==> config.mk <==
export PLATFORM = sky130hd
export DESIGN_NAME = pipe_stage_buf
export DESIGN_NICKNAME = d
export VERILOG_FILES = /design/src/rtl/my_types_pkg.sv /design/src/rtl/pipe_buf_mem.sv /design/src/rtl/pipe_stage_buf.sv
export SDC_FILE = /design/constraint.sdc
export NUM_CORES = 1
export LEC_CHECK = 0
export CORE_MARGIN = 8
export CORE_UTILIZATION = 49
export DETAILED_ROUTE_END_ITERATION = 10
export PLACE_DENSITY_LB_ADDON = 0.08
export SLEW_MARGIN = 25
export SYNTH_ARGS = -nofsm -noshare
export SYNTH_HDL_FRONTEND = slang
export SYNTH_SLANG_ARGS = --single-unit
==> constraint.sdc <==
create_clock -name CLK -period 28.5 [get_ports CLK]
set_input_delay 2.85 -clock CLK [delete_from_list [all_inputs] [get_ports CLK]]
set_output_delay 2.85 -clock CLK [all_outputs]
set_load 0.01 [all_outputs]
==> src/rtl/my_types_pkg.sv <==
// my_types_pkg: types shared by the dual-core MIPS pipeline.
//   de_payload_t / em_payload_t / mw_payload_t : fields carried between the
//   decode->execute, execute->memory and memory->writeback stages. Each
//   stage packs its struct into a flat vector and passes DE_W / EM_W / MW_W
//   as DATA_W to its pipe_stage_buf instance.
//   occ_width() : width of an occupancy counter able to hold 0..depth.
package my_types_pkg;

  typedef struct packed {
    logic        core_id;
    logic [31:0] pc;
    logic [5:0]  alu_op;
    logic [4:0]  rd;
    logic [31:0] rs_val;
    logic [31:0] rt_val;
    logic [31:0] imm;
    logic        reg_wr;
    logic        mem_rd;
    logic        mem_wr;
  } de_payload_t;

  typedef struct packed {
    logic        core_id;
    logic [31:0] pc;
    logic [4:0]  rd;
    logic [31:0] alu_result;
    logic [31:0] store_val;
    logic        reg_wr;
    logic        mem_rd;
    logic        mem_wr;
  } em_payload_t;

  typedef struct packed {
    logic        core_id;
    logic [31:0] pc;
    logic [4:0]  rd;
    logic [31:0] wb_val;
    logic        reg_wr;
  } mw_payload_t;

  localparam int DE_W = $bits(de_payload_t);
  localparam int EM_W = $bits(em_payload_t);
  localparam int MW_W = $bits(mw_payload_t);

  // Counter must represent the full value 'depth', hence the extra bit.
  function automatic int occ_width(input int depth);
    return $clog2(depth) + 1;
  endfunction

endpackage

==> src/rtl/pipe_buf_mem.sv <==
// pipe_buf_mem: DEPTH x W storage for pipe_stage_buf.
//   clk     : write clock
//   wr_en   : write wr_data at wr_addr on the rising edge
//   wr_addr : write address
//   wr_data : word to store
//   rd_addr : read address
//   rd_data : word at rd_addr (combinational read, so the head entry is
//             visible the cycle after it is written)
// Contents are deliberately not reset.
module pipe_buf_mem #(
  parameter int W     = 257,
  parameter int DEPTH = 2
) (
  input  logic                     clk,
  input  logic                     wr_en,
  input  logic [$clog2(DEPTH)-1:0] wr_addr,
  input  logic [W-1:0]             wr_data,
  input  logic [$clog2(DEPTH)-1:0] rd_addr,
  output logic [W-1:0]             rd_data
);

  logic [W-1:0] mem_array [DEPTH];

  always_ff @(posedge clk) begin
    if (wr_en) begin
      mem_array[wr_addr] <= wr_data;
    end
  end

  assign rd_data = mem_array[rd_addr];

endmodule

==> src/rtl/pipe_stage_buf.sv <==
// pipe_stage_buf: elastic DEPTH-entry buffer between two pipeline stages.
//   CLK / nRST          : clock, asynchronous active-low reset
//   in_valid/in_ready   : upstream handshake; in_data/in_halt payload
//   out_valid/out_ready : downstream handshake; out_data/out_halt = head
//   flush               : drop every buffered entry (highest priority)
//   occupancy           : entries held (0..DEPTH)
//   halted              : a halt entry was accepted; upstream stays blocked
//                         until reset, or a flush while it is still buffered
//   stall_cnt/flush_cnt : saturating statistics, present only when the
//                         macro PIPE_STAT_EN is defined
// in_ready is a function of registered state only, so there is no
// combinational path from out_ready to in_ready (a full buffer does not
// accept in the same cycle it is popped).
module pipe_stage_buf
  import my_types_pkg::*;
#(
  parameter int DATA_W = 256,
  parameter int DEPTH  = 2,
  parameter int CNT_W  = 32
) (
  input  logic                     CLK,
  input  logic                     nRST,
  input  logic                     in_valid,
  output logic                     in_ready,
  input  logic [DATA_W-1:0]        in_data,
  input  logic                     in_halt,
  output logic                     out_valid,
  input  logic                     out_ready,
  output logic [DATA_W-1:0]        out_data,
  output logic                     out_halt,
  input  logic                     flush,
  output logic [$clog2(DEPTH):0]   occupancy,
  output logic                     halted
`ifdef PIPE_STAT_EN
  ,
  output logic [CNT_W-1:0]         stall_cnt,
  output logic [CNT_W-1:0]         flush_cnt
`endif
);

  localparam int PTR_W = $clog2(DEPTH);
  localparam int OCC_W = occ_width(DEPTH);
  localparam logic [OCC_W-1:0] FULL_OCC = OCC_W'(DEPTH);

  if (DATA_W < 1 || DEPTH < 2 || (DEPTH & (DEPTH - 1)) != 0 || CNT_W < 1)
  begin : g_param_check
    $error("pipe_stage_buf: illegal DATA_W/DEPTH/CNT_W");
  end

  logic [PTR_W-1:0] wr_ptr_reg;
  logic [PTR_W-1:0] rd_ptr_reg;
  logic [OCC_W-1:0] occ_reg;
  logic [OCC_W-1:0] occ_next;
  logic             halted_reg;
  // Tracks whether the halt entry is still in the buffer; halted itself
  // survives the pop, but a flush only clears it while this is set.
  logic             halt_buffered_reg;
  logic [DATA_W:0]  rd_word;
  logic             push;
  logic             pop;

  assign in_ready  = (occ_reg < FULL_OCC) && !halted_reg;
  assign out_valid = (occ_reg != '0);
  assign push      = in_valid && in_ready && !flush;
  assign pop       = out_valid && out_ready && !flush;

  // Forced to zero while empty so the reset value is clean even though the
  // storage itself is never reset.
  assign out_data  = out_valid ? rd_word[DATA_W-1:0] : '0;
  assign out_halt  = out_valid && rd_word[DATA_W];
  assign occupancy = occ_reg;
  assign halted    = halted_reg;

  pipe_buf_mem #(
    .W     (DATA_W + 1),
    .DEPTH (DEPTH)
  ) u_mem (
    .clk     (CLK),
    .wr_en   (push),
    .wr_addr (wr_ptr_reg),
    .wr_data ({in_halt, in_data}),
    .rd_addr (rd_ptr_reg),
    .rd_data (rd_word)
  );

  always_comb begin
    occ_next = occ_reg;
    case ({push, pop})
      2'b10:   occ_next = occ_reg + OCC_W'(1);
      2'b01:   occ_next = occ_reg - OCC_W'(1);
      default: occ_next = occ_reg;
    endcase
  end

  always_ff @(posedge CLK or negedge nRST) begin
    if (!nRST) begin
      wr_ptr_reg        <= '0;
      rd_ptr_reg        <= '0;
      occ_reg           <= '0;
      halted_reg        <= 1'b0;
      halt_buffered_reg <= 1'b0;
    end else if (flush) begin
      wr_ptr_reg        <= '0;
      rd_ptr_reg        <= '0;
      occ_reg           <= '0;
      halt_buffered_reg <= 1'b0;
      if (halt_buffered_reg) begin
        halted_reg <= 1'b0;
      end
    end else begin
      // Pointers wrap naturally: DEPTH is a power of two.
      if (push) begin
        wr_ptr_reg <= wr_ptr_reg + PTR_W'(1);
      end
      if (pop) begin
        rd_ptr_reg <= rd_ptr_reg + PTR_W'(1);
      end
      occ_reg <= occ_next;
      // Push of a halt and pop of a halt cannot coincide: a buffered halt
      // entry implies halted, which blocks every push.
      if (push && in_halt) begin
        halted_reg        <= 1'b1;
        halt_buffered_reg <= 1'b1;
      end else if (pop && rd_word[DATA_W]) begin
        halt_buffered_reg <= 1'b0;
      end
    end
  end

`ifdef PIPE_STAT_EN
  localparam logic [CNT_W-1:0] CNT_MAX = '1;

  logic [CNT_W-1:0] stall_cnt_reg;
  logic [CNT_W-1:0] flush_cnt_reg;

  always_ff @(posedge CLK or negedge nRST) begin
    if (!nRST) begin
      stall_cnt_reg <= '0;
      flush_cnt_reg <= '0;
    end else begin
      if (out_valid && !out_ready && stall_cnt_reg != CNT_MAX) begin
        stall_cnt_reg <= stall_cnt_reg + CNT_W'(1);
      end
      // Only flushes that actually discarded something are counted.
      if (flush && out_valid && flush_cnt_reg != CNT_MAX) begin
        flush_cnt_reg <= flush_cnt_reg + CNT_W'(1);
      end
    end
  end

  assign stall_cnt = stall_cnt_reg;
  assign flush_cnt = flush_cnt_reg;
`endif

endmodule

==> impl_metrics.csv, run 1 <==
group,metric,value,unit
cts,cts_max_path_buffers,3,
route,drtIter0Drc,783,
finish,postLayoutCellArea,27010,um2
cts,clk_latency,570,ps
grt,grt_max_degree,220,
route,post-route-drc-count,0,
logic_synthesis,synth_compound_area_share,0.2065,%
logic_synthesis,synth_top_family_by_area,"multiplexers",
finish,largest_reg_flops,514,
sta,worst_pin_slew,1026,ps
finish,stdcell_count,2241,
route,num_vias,11420,
cts,ctsHoldBuffers,0,
route,drt-pass1-iter-count,5,
sta,finClkSkew,15.42,ps
critical_path,crit_fanout,53,
logic_synthesis,synth-seq-area-share,77.96,%
route,vias_per_cell,5.096,
cts,cts_buffers,52,
logic_synthesis,synth_top_area_share,77.21,%
sta,period_share,24.85,%
route,final_antenna_net_count,0,
placed_design,dpl-instance-area,25340,um2
finish,area_growth,35.13,%
hold_path,hold_class,"register to register",
power,total_power,1.529,mW
status,status,"finished clean",
sta,grt_setup_unrepaired,"false",
floorplan,die_area,47520,um2
grt,grt_pass1_vias,11760,
critical_path,criticalPathCategory,"register to primary output",
logic_synthesis,synth_area_leaders,"edfxtp_1, mux2i_1, nor2_1",
grt,antenna_found_initial,23,
finish,mostFrequentLayoutCells,"clkdlybuf4s50_1, edfxtp_1, nor2_1",
floorplan,die_y,218.0,um
logic_synthesis,synth_cell_type_count,25,
sta,final-hold-violation-count,0,
finish,regMostFlops,"u_mem.mem_array",
route,wl_per_cell,23.66,um
sta,finalSetupViolations,0,
floorplan,floorplan.rows,74,
grt,grt_pass1_wl,75080,um
cts,post_cts_resized,0,
logic_synthesis,syn_avg_cell_area,17.88,um2
floorplan,initial_core_util,49.30,%
placed_design,place_inst,2129,
logic_synthesis,synthMuxAreaShare,12.87,%
sta,max_freq,141.2,MHz
power,power.density,56.59,nW/um2
power,max-vdd-ir-drop,0.04908,mV
cts,cts-root-buf,"clkbuf_16",
cts,cts_tree,"done",
job,maxCapViolCount,0,
floorplan,die_w,218.0,um
power,p_leak,8.362,nW
critical_path,cp_data_required_time,25650,ps
placed_design,place_hpwl,37090,um
logic_synthesis,ys_seq_elements,520,
sta,slew_violations,0,
sta,fin_crit,7083,ps
route,wirelength,53030,um
logic_synthesis,synth-simple-area-share,5.232,%
critical_path,arrival,4230,ps
placed_design,place.port_buffers,523,
floorplan,core,40550,um2
logic_synthesis,yosysWarningCount,0,
cts,htree_levels,2,
cts,cts.reportedPaths.clkPinSlew,60,ps
finish,nets,1914,
critical_path,endpoint_kind,"primary output",
logic_synthesis,synthAdderAreaFrac,0,%
grt,overflow,0,
logic_synthesis,syn-num-nets,1380,
placed_design,place_congestion,0.8277,
logic_synthesis,yosys.area.top_type,"edfxtp_1",
sta,relSlewSlack,31.60,%
floorplan,ios,524,
logic_synthesis,syn-cell-area,19990,um2
grt,grt.total_usage,21.29,%
logic_synthesis,syn_inst,1118,
cts,clkSinkCount,520,
finish,drive_gt1_share,5.024,%
sta,fin_setup_tns,0,ps
critical_path,worstSetupStartpointType,"register",
cts,postCtsSetupBuffers,0,
finish,final_common_cell,"clkdlybuf4s50_1",
logic_synthesis,synth-xor-area-share,0.1314,%
worst max-delay path, cell delays in order, from the launching register on:
cell             delay [ps]
dfrtp_4                 970
buf_4                   840
buf_4                   820
mux2i_1                 200
nor2_1                  120
clkdlybuf4s50_1         570
cell usage after synthesis:
cell,n
o22ai_1,1
buf_6,23
edfxtp_1,514
buf_4,3
buf_2,4
a21oi_1,4
nor3_1,1
nand2_1,2
nor2_4,1
mux2i_1,257
nor3b_4,1
nor3b_1,1
o21ai_0,3
nand3b_1,1
nand4_1,1
buf_12,2
xor2_1,1
dfrtp_1,6
nor2b_1,1
inv_1,3
buf_1,1
buf_8,24
xnor2_1,2
clkbuf_1,1
nor2_1,260
kinds of logic (layout without fill, tap and decap cells):
group / after synthesis / after routing
buf+inv: 61 / 635
simple gates: 269 / 269
compound gates: 8 / 8
flops: 520 / 520
other cells: 0 / 17
mux: 257 / 257
xor+xnor: 3 / 3
final cells by class:
class | instances | area (um2)
clock buffers | 65 | 1371
flip-flops and latches | 520 | 15590
clock inverters | 29 | 227.7
multi-input cells | 537 | 3696
fillers | 2863 | 13540
repair buffers | 538 | 5411
inverters | 3 | 11.26
diodes | 17 | 42.54
well taps | 532 | 665.6
through the flow:
| stage | hold WS [ps] | setup WS [ps] | utilization [%] |
|---|---|---|---|
| finish | 476.6 | 21420 | 66.61 |
| global route | 497.5 | 21180 | 66.58 |
| CTS | 483.9 | 21350 | 66.42 |
| detailed placement | 464.0 | 21960 | 62.48 |
| global placement | 453.1 | 22000 | 62.40 |
| floorplan | 426.8 | 5660 | - |
layer usage:
metal / up-vias / wire length [um] / global-route usage (%)
met5: - / 90 / 0
met4: 14 / 1493 / 9.001
met3: 86 / 5145 / 8.488
met2: 442 / 26540 / 35.11
met1: 5629 / 19760 / 24.50
li1: 5250 / - / -
report_power, final:
part	internal (mW)	switching, mW	total, mW	leakage [nW]
clock network	0.375	0.272	0.647	0.782
logic	0.0315	0.0107	0.0422	2.89
registers	0.840	0.0000000291	0.840	4.69
total	1.25	0.283	1.53	8.36
path summary, 6_finish.rpt:
path / start / slack [ps] / endpoint / cells past startpoint
worst max-delay path: rd_ptr_reg$_DFFE_PN0P_ / 21420 / out_data[127] / 5
worst min-delay path: halt_buffered_reg$_DFFE_PN0P_ / 480 / halted$_DFFE_PN0P_ / 1
worst max register to register: occupancy[1]$_DFFE_PN0P_ / 25290 / u_mem.mem_array[1][200]$_DFFE_PP_ / 5
worst min register to register: halt_buffered_reg$_DFFE_PN0P_ / 480 / halted$_DFFE_PN0P_ / 1
max in group asynchronous: nRST / 25670 / rd_ptr_reg$_DFFE_PN0P_ / 1
min in group asynchronous: nRST / 2550 / occupancy[1]$_DFFE_PN0P_ / 1
(Power assumes the default switching activity.)
==> run 2, diff against run 1 <==
- clock period: 28.5 -> 7.2 ns (I/O delays scaled with it)
==> impl_metrics.csv, run 2 (synthesis gave the netlist of run 1 again) <==
group,metric,value,unit
cts,htree_levels,2,
critical_path,cp_data_required_time,6480,ps
grt,grt_pass1_wl,73900,um
floorplan,core,40550,um2
grt,overflow,0,
route,wl_met2,25190,um
cts,clkSinkCount,520,
placed_design,place_congestion,0.7746,
critical_path,arrival,3570,ps
placed_design,place_hpwl,35220,um
cts,post_cts_resized,0,
floorplan,initial_core_util,49.30,%
sta,grt_setup_unrepaired,"false",
critical_path,worst-r2r-cell-count,5,
cts,cts.reportedPaths.clkPinSlew,60,ps
grt,grt_max_degree,155,
critical_path,timing.rr.end,"u_mem.mem_array[1][238]$_DFFE_PP_",
hold_path,hold_class,"input pin to asynchronous set/reset pin",
route,maxUsedRoutingLayer,"met5",
route,post-route-drc-count,0,
critical_path,criticalPathCategory,"register to primary output",
route,met1Wirelength,19440,um
critical_path,crit_start,"occupancy[1]$_DFFE_PN0P_",
route,vias_per_cell,5.093,
cts,cts_tree,"done",
cts,clk_latency,580,ps
cts,cts_buffers,51,
placed_design,place.port_buffers,523,
sta,worst_pin_slew,1020,ps
sta,slew_violations,0,
sta,max_freq,233.3,MHz
critical_path,worstSetupStartpointType,"register",
power,p_leak,8.327,nW
route,final_antenna_net_count,0,
route,drt-pass1-iter-count,5,
power,max-vdd-ir-drop,0.2118,mV
route,drtIter0Drc,852,
finish,nets,1911,
floorplan,die_w,218.0,um
grt,antenna_found_initial,21,
sta,finClkSkew,21.37,ps
cts,postCtsSetupBuffers,0,
sta,period_share,59.54,%
sta,fin_crit,4287,ps
floorplan,die_y,218.0,um
sta,finalSetupViolations,0,
floorplan,ios,524,
finish,final_common_cell,"clkdlybuf4s50_1",
grt,grt.total_usage,20.86,%
finish,regMostFlops,"u_mem.mem_array",
cts,cts_max_path_buffers,3,
route,wirelength,51710,um
job,maxCapViolCount,0,
sta,final-hold-violation-count,0,
placed_design,place_inst,2128,
sta,relSlewSlack,32.01,%
route,dr_wl_met3,5036,um
status,status,"finished clean",
finish,drive_gt1_share,4.920,%
cts,cts-root-buf,"clkbuf_16",
finish,stdcell_count,2234,
critical_path,regToRegStartpoint,"occupancy[1]$_DFFE_PN0P_",
finish,largest_reg_flops,514,
finish,fin_util,66.46,%
grt,grt_pass1_vias,11730,
finish,fillers,2921,
power,power.density,221.0,nW/um2
route,num_vias,11380,
cts,ctsHoldBuffers,0,
critical_path,endpoint_kind,"primary output",
critical_path,reg2reg_slack,4110,ps
route,wl_per_cell,23.15,um
floorplan,die_area,47520,um2
finish,mostFrequentLayoutCells,"clkdlybuf4s50_1, edfxtp_1, nor2_1",
finish,area_growth,34.82,%
floorplan,floorplan.rows,74,
critical_path,timing.critical_path.to,"out_data[73]",
critical_path,crit_fanout,79,
-- run 2: changes by cell type in the layout (fill, tap and decap cells not counted), sizes merged --
cell,previous run,this run
clkinv,24,25
clkbuf,65,64
diode,17,15
bufinv,4,2
inv,4,3
buf,15,13
-- run 2: power by group --
part	total [mW]	internal (mW)	switching (mW)	leakage [nW]
Clock	2.46	1.40	1.06	0.755
Sequential	3.32	3.32	0.0000000924	4.69
Combinational	0.167	0.125	0.0426	2.88
-- run 2: through the flow --
step	hold WS [ps]	instance area (um2)	setup slack, ps	setup TNS [ps]	power (mW)
6_report	389.6	26950	2913	0	5.956
3_3_place_gp	445.1	25350	3405	0	3.547
5_1_grt	372.6	26950	2731	0	6.142
2_1_floorplan	424.4	20020	-575.4	-198430	3.391
3_5_place_dp	456.1	25380	3420	0	3.554
4_1_cts	357.7	26920	2769	0	6.027
-- run 2: area by class of cell --
class                   count  area, um2  area share (%)
diodes                     15      37.54          0.1393
clock buffers              64       1368           5.074
clock inverters            27      165.2          0.6128
inverters                   3      11.26         0.04178
multi-input cells         537       3711           13.77
flip-flops and latches    520      15590           57.84
well taps                 532      665.6           2.470
repair buffers            536       5406           20.06
-- run 2: worst min path at each step --
stage / from / to / slack, ps / depth (start not counted)
6_report: nRST / wr_ptr_reg$_DFFE_PN0P_ / 390 / 1
5_1_grt: nRST / occupancy[1]$_DFFE_PN0P_ / 370 / 1
4_1_cts: nRST / halted$_DFFE_PN0P_ / 360 / 1
3_5_place_dp: halt_buffered_reg$_DFFE_PN0P_ / halted$_DFFE_PN0P_ / 460 / 1
3_3_place_gp: halt_buffered_reg$_DFFE_PN0P_ / halted$_DFFE_PN0P_ / 450 / 1
2_1_floorplan: nRST / halt_buffered_reg$_DFFE_PN0P_ / 420 / 0
-- run 2: worst max-delay path, stage by stage, from the launching register on --
cell	delay (ps)
dfrtp_1	500
nor2_4	780
buf_4	840
nor2_1	230
clkdlybuf4s50_1	550
-- run 2: layer usage --
metal	vias up	global-route usage, %
met2	424	33.67
met1	5585	24.35
li1	5243	-
met5	-	0
met4	12	9.315
met3	114	8.447
==> run 3, diff against run 2 <==
- CORE_UTILIZATION: 49 -> 44
- clock period: 7.2 -> 3.8 ns (I/O delays scaled with it)
==> impl_metrics.csv, run 3 (synthesis gave the netlist of run 1 again) <==
group,metric,value,unit
placed_design,place_inst,2210,
sta,fin_setup_tns,0,ps
job,maxCapViolCount,0,
power,power.density,418.9,nW/um2
placed_design,place.port_buffers,523,
cts,post_cts_resized,0,
power,intPower,9.306,mW
critical_path,cp_data_required_time,3420,ps
critical_path,regToRegStartpoint,"occupancy[1]$_DFFE_PN0P_",
route,vias_per_cell,4.904,
placed_design,place_hpwl,36570,um
finish,final_common_cell,"clkdlybuf4s50_1",
sta,final-hold-violation-count,0,
finish,postLayoutCellArea,27310,um2
cts,ctsHoldBuffers,0,
sta,period_share,84.31,%
sta,max_freq,312.1,MHz
sta,finClkSkew,15.03,ps
route,wl_per_cell,22.74,um
grt,use_met3,7.590,%
sta,worst_slack,596.2,ps
cts,cts_max_path_buffers,3,
grt,grt_max_degree,111,
floorplan,die_w,229.2,um
power,p_sw_share,18.66,%
finish,stdcell_count,2323,
power,p_leak,8.446,nW
sta,relSlewSlack,54.69,%
cts,clk_latency,580,ps
grt,grt_use_met1,21.80,%
floorplan,floorplan.rows,78,
route,drt-pass1-iter-count,5,
cts,htree_levels,2,
power,total_power,11.44,mW
placed_design,place_congestion,0.7819,
route,wirelength,52810,um
floorplan,die_y,229.2,um
floorplan,core,45090,um2
route,post-route-drc-count,0,
grt,grt_busiest_layer,"met2",
grt,overflow,0,
cts,clkSinkCount,520,
grt,grt.total_usage,19.33,%
sta,fin_crit,3204,ps
finish,drive_gt1_share,5.924,%
power,p_seq_share,55.1,%
critical_path,reg2reg_slack,1720,ps
sta,slew_violations,0,
sta,worst_pin_slew,679.7,ps
power,max-vdd-ir-drop,0.3668,mV
finish,mostFrequentLayoutCells,"clkdlybuf4s50_1, edfxtp_1, nor2_1",
power,comb_power_share,2.8,%
placed_design,dp_slack,1160,ps
sta,grt_setup_unrepaired,"false",
power,switchingPower,2.135,mW
critical_path,criticalPathCategory,"register to primary output",
finish,fillers,3511,
critical_path,timing.rr.end,"u_mem.mem_array[1][50]$_DFFE_PP_",
power,p_clk_share,42.2,%
placed_design,dpl-instance-area,25650,um2
hold_path,hold_class,"input pin to asynchronous set/reset pin",
cts,cts.reportedPaths.clkPinSlew,60,ps
cts,cts_tree,"done",
sta,finalSetupViolations,0,
critical_path,arrival,2820,ps
route,final_antenna_net_count,0,
critical_path,endpoint_kind,"primary output",
grt,antenna_found_initial,21,
cts,cts_buffers,54,
grt,grt_pass1_wl,76550,um
finish,largest_reg_flops,514,
finish,regMostFlops,"u_mem.mem_array",
grt,grt_pass1_vias,11890,
critical_path,crit_fanout,54,
finish,nets,1928,
floorplan,initial_core_util,44.34,%
finish,area_growth,36.60,%
critical_path,worstSetupStartpointType,"register",
cts,postCtsSetupBuffers,0,
floorplan,ios,524,
critical_path,worst-r2r-cell-count,4,
status,status,"finished clean",
cts,cts-root-buf,"clkbuf_16",
route,num_vias,11390,
grt,grt_use_met2,32.95,%
route,drtIter0Drc,763,
floorplan,die_area,52510,um2
[run 3: changes by cell type in the layout (fill, tap and decap cells not counted), moves of 3 or more]
cell	before	now
buf_12	4	11
clkinvlp_4	0	3
clkinv_2	9	5
diode_2	15	18
buf_4	7	16
clkbuf_16	53	57
[run 3: worst max-delay path, cell delays in order, from the launching register on]
cell             delay, ps
dfrtp_4                820
buf_12                 430
mux2i_1                340
nor2_1                  80
clkdlybuf4s50_1        510
[run 3: cell type report]
type                            instances  area [um2]  area share (%)
Sequential cell                       520       15590           57.09
Clock inverter                         26       141.4          0.5177
Timing Repair Buffer                  550        5575           20.42
Multi-Input combinational cell        537        3724           13.64
Antenna cell                           18       45.04          0.1649
Tap cell                              600       750.7           2.749
Inverter                                3       11.26         0.04124
Clock buffer                           69        1471           5.388
[run 3: worst max-delay path by stage]
stage | from | end | cells after the start
floorplan | occupancy[1]$_DFFE_PN0P_ | u_mem.mem_array[1][0]$_DFFE_PP_ | 3
global placement | rd_ptr_reg$_DFFE_PN0P_ | out_data[67] | 4
detailed placement | rd_ptr_reg$_DFFE_PN0P_ | out_data[67] | 4
CTS | rd_ptr_reg$_DFFE_PN0P_ | out_data[67] | 4
global route | occupancy[0]$_DFFE_PN0P_ | out_data[9] | 4
finish | rd_ptr_reg$_DFFE_PN0P_ | out_data[123] | 4
[run 3: power groups by stage]
stage / combinational [mW] / clock, mW / sequential, mW
6_report: 0.316 / 4.83 / 6.30
5_1_grt: 0.335 / 5.17 / 6.29
4_1_cts: 0.317 / 4.96 / 6.30
3_5_place_dp: 0.315 / 0 / 6.42
3_3_place_gp: 0.301 / 0 / 6.42
2_1_floorplan: 0.00242 / 0 / 6.42
[run 3: routing by layer]
layer	vias up	wire length [um]
li1	5296	-
met1	5685	20130
met2	339	26990
met3	67	4488
met4	6	1166
met5	-	42
[run 3: through the flow]
stage          hold WS [ps]  util, %
2_1_floorplan         84.41        -
3_3_place_gp          444.3    56.89
3_5_place_dp          447.0    56.89
4_1_cts               8.502    60.47
5_1_grt               40.92    60.53
6_report              46.02    60.57
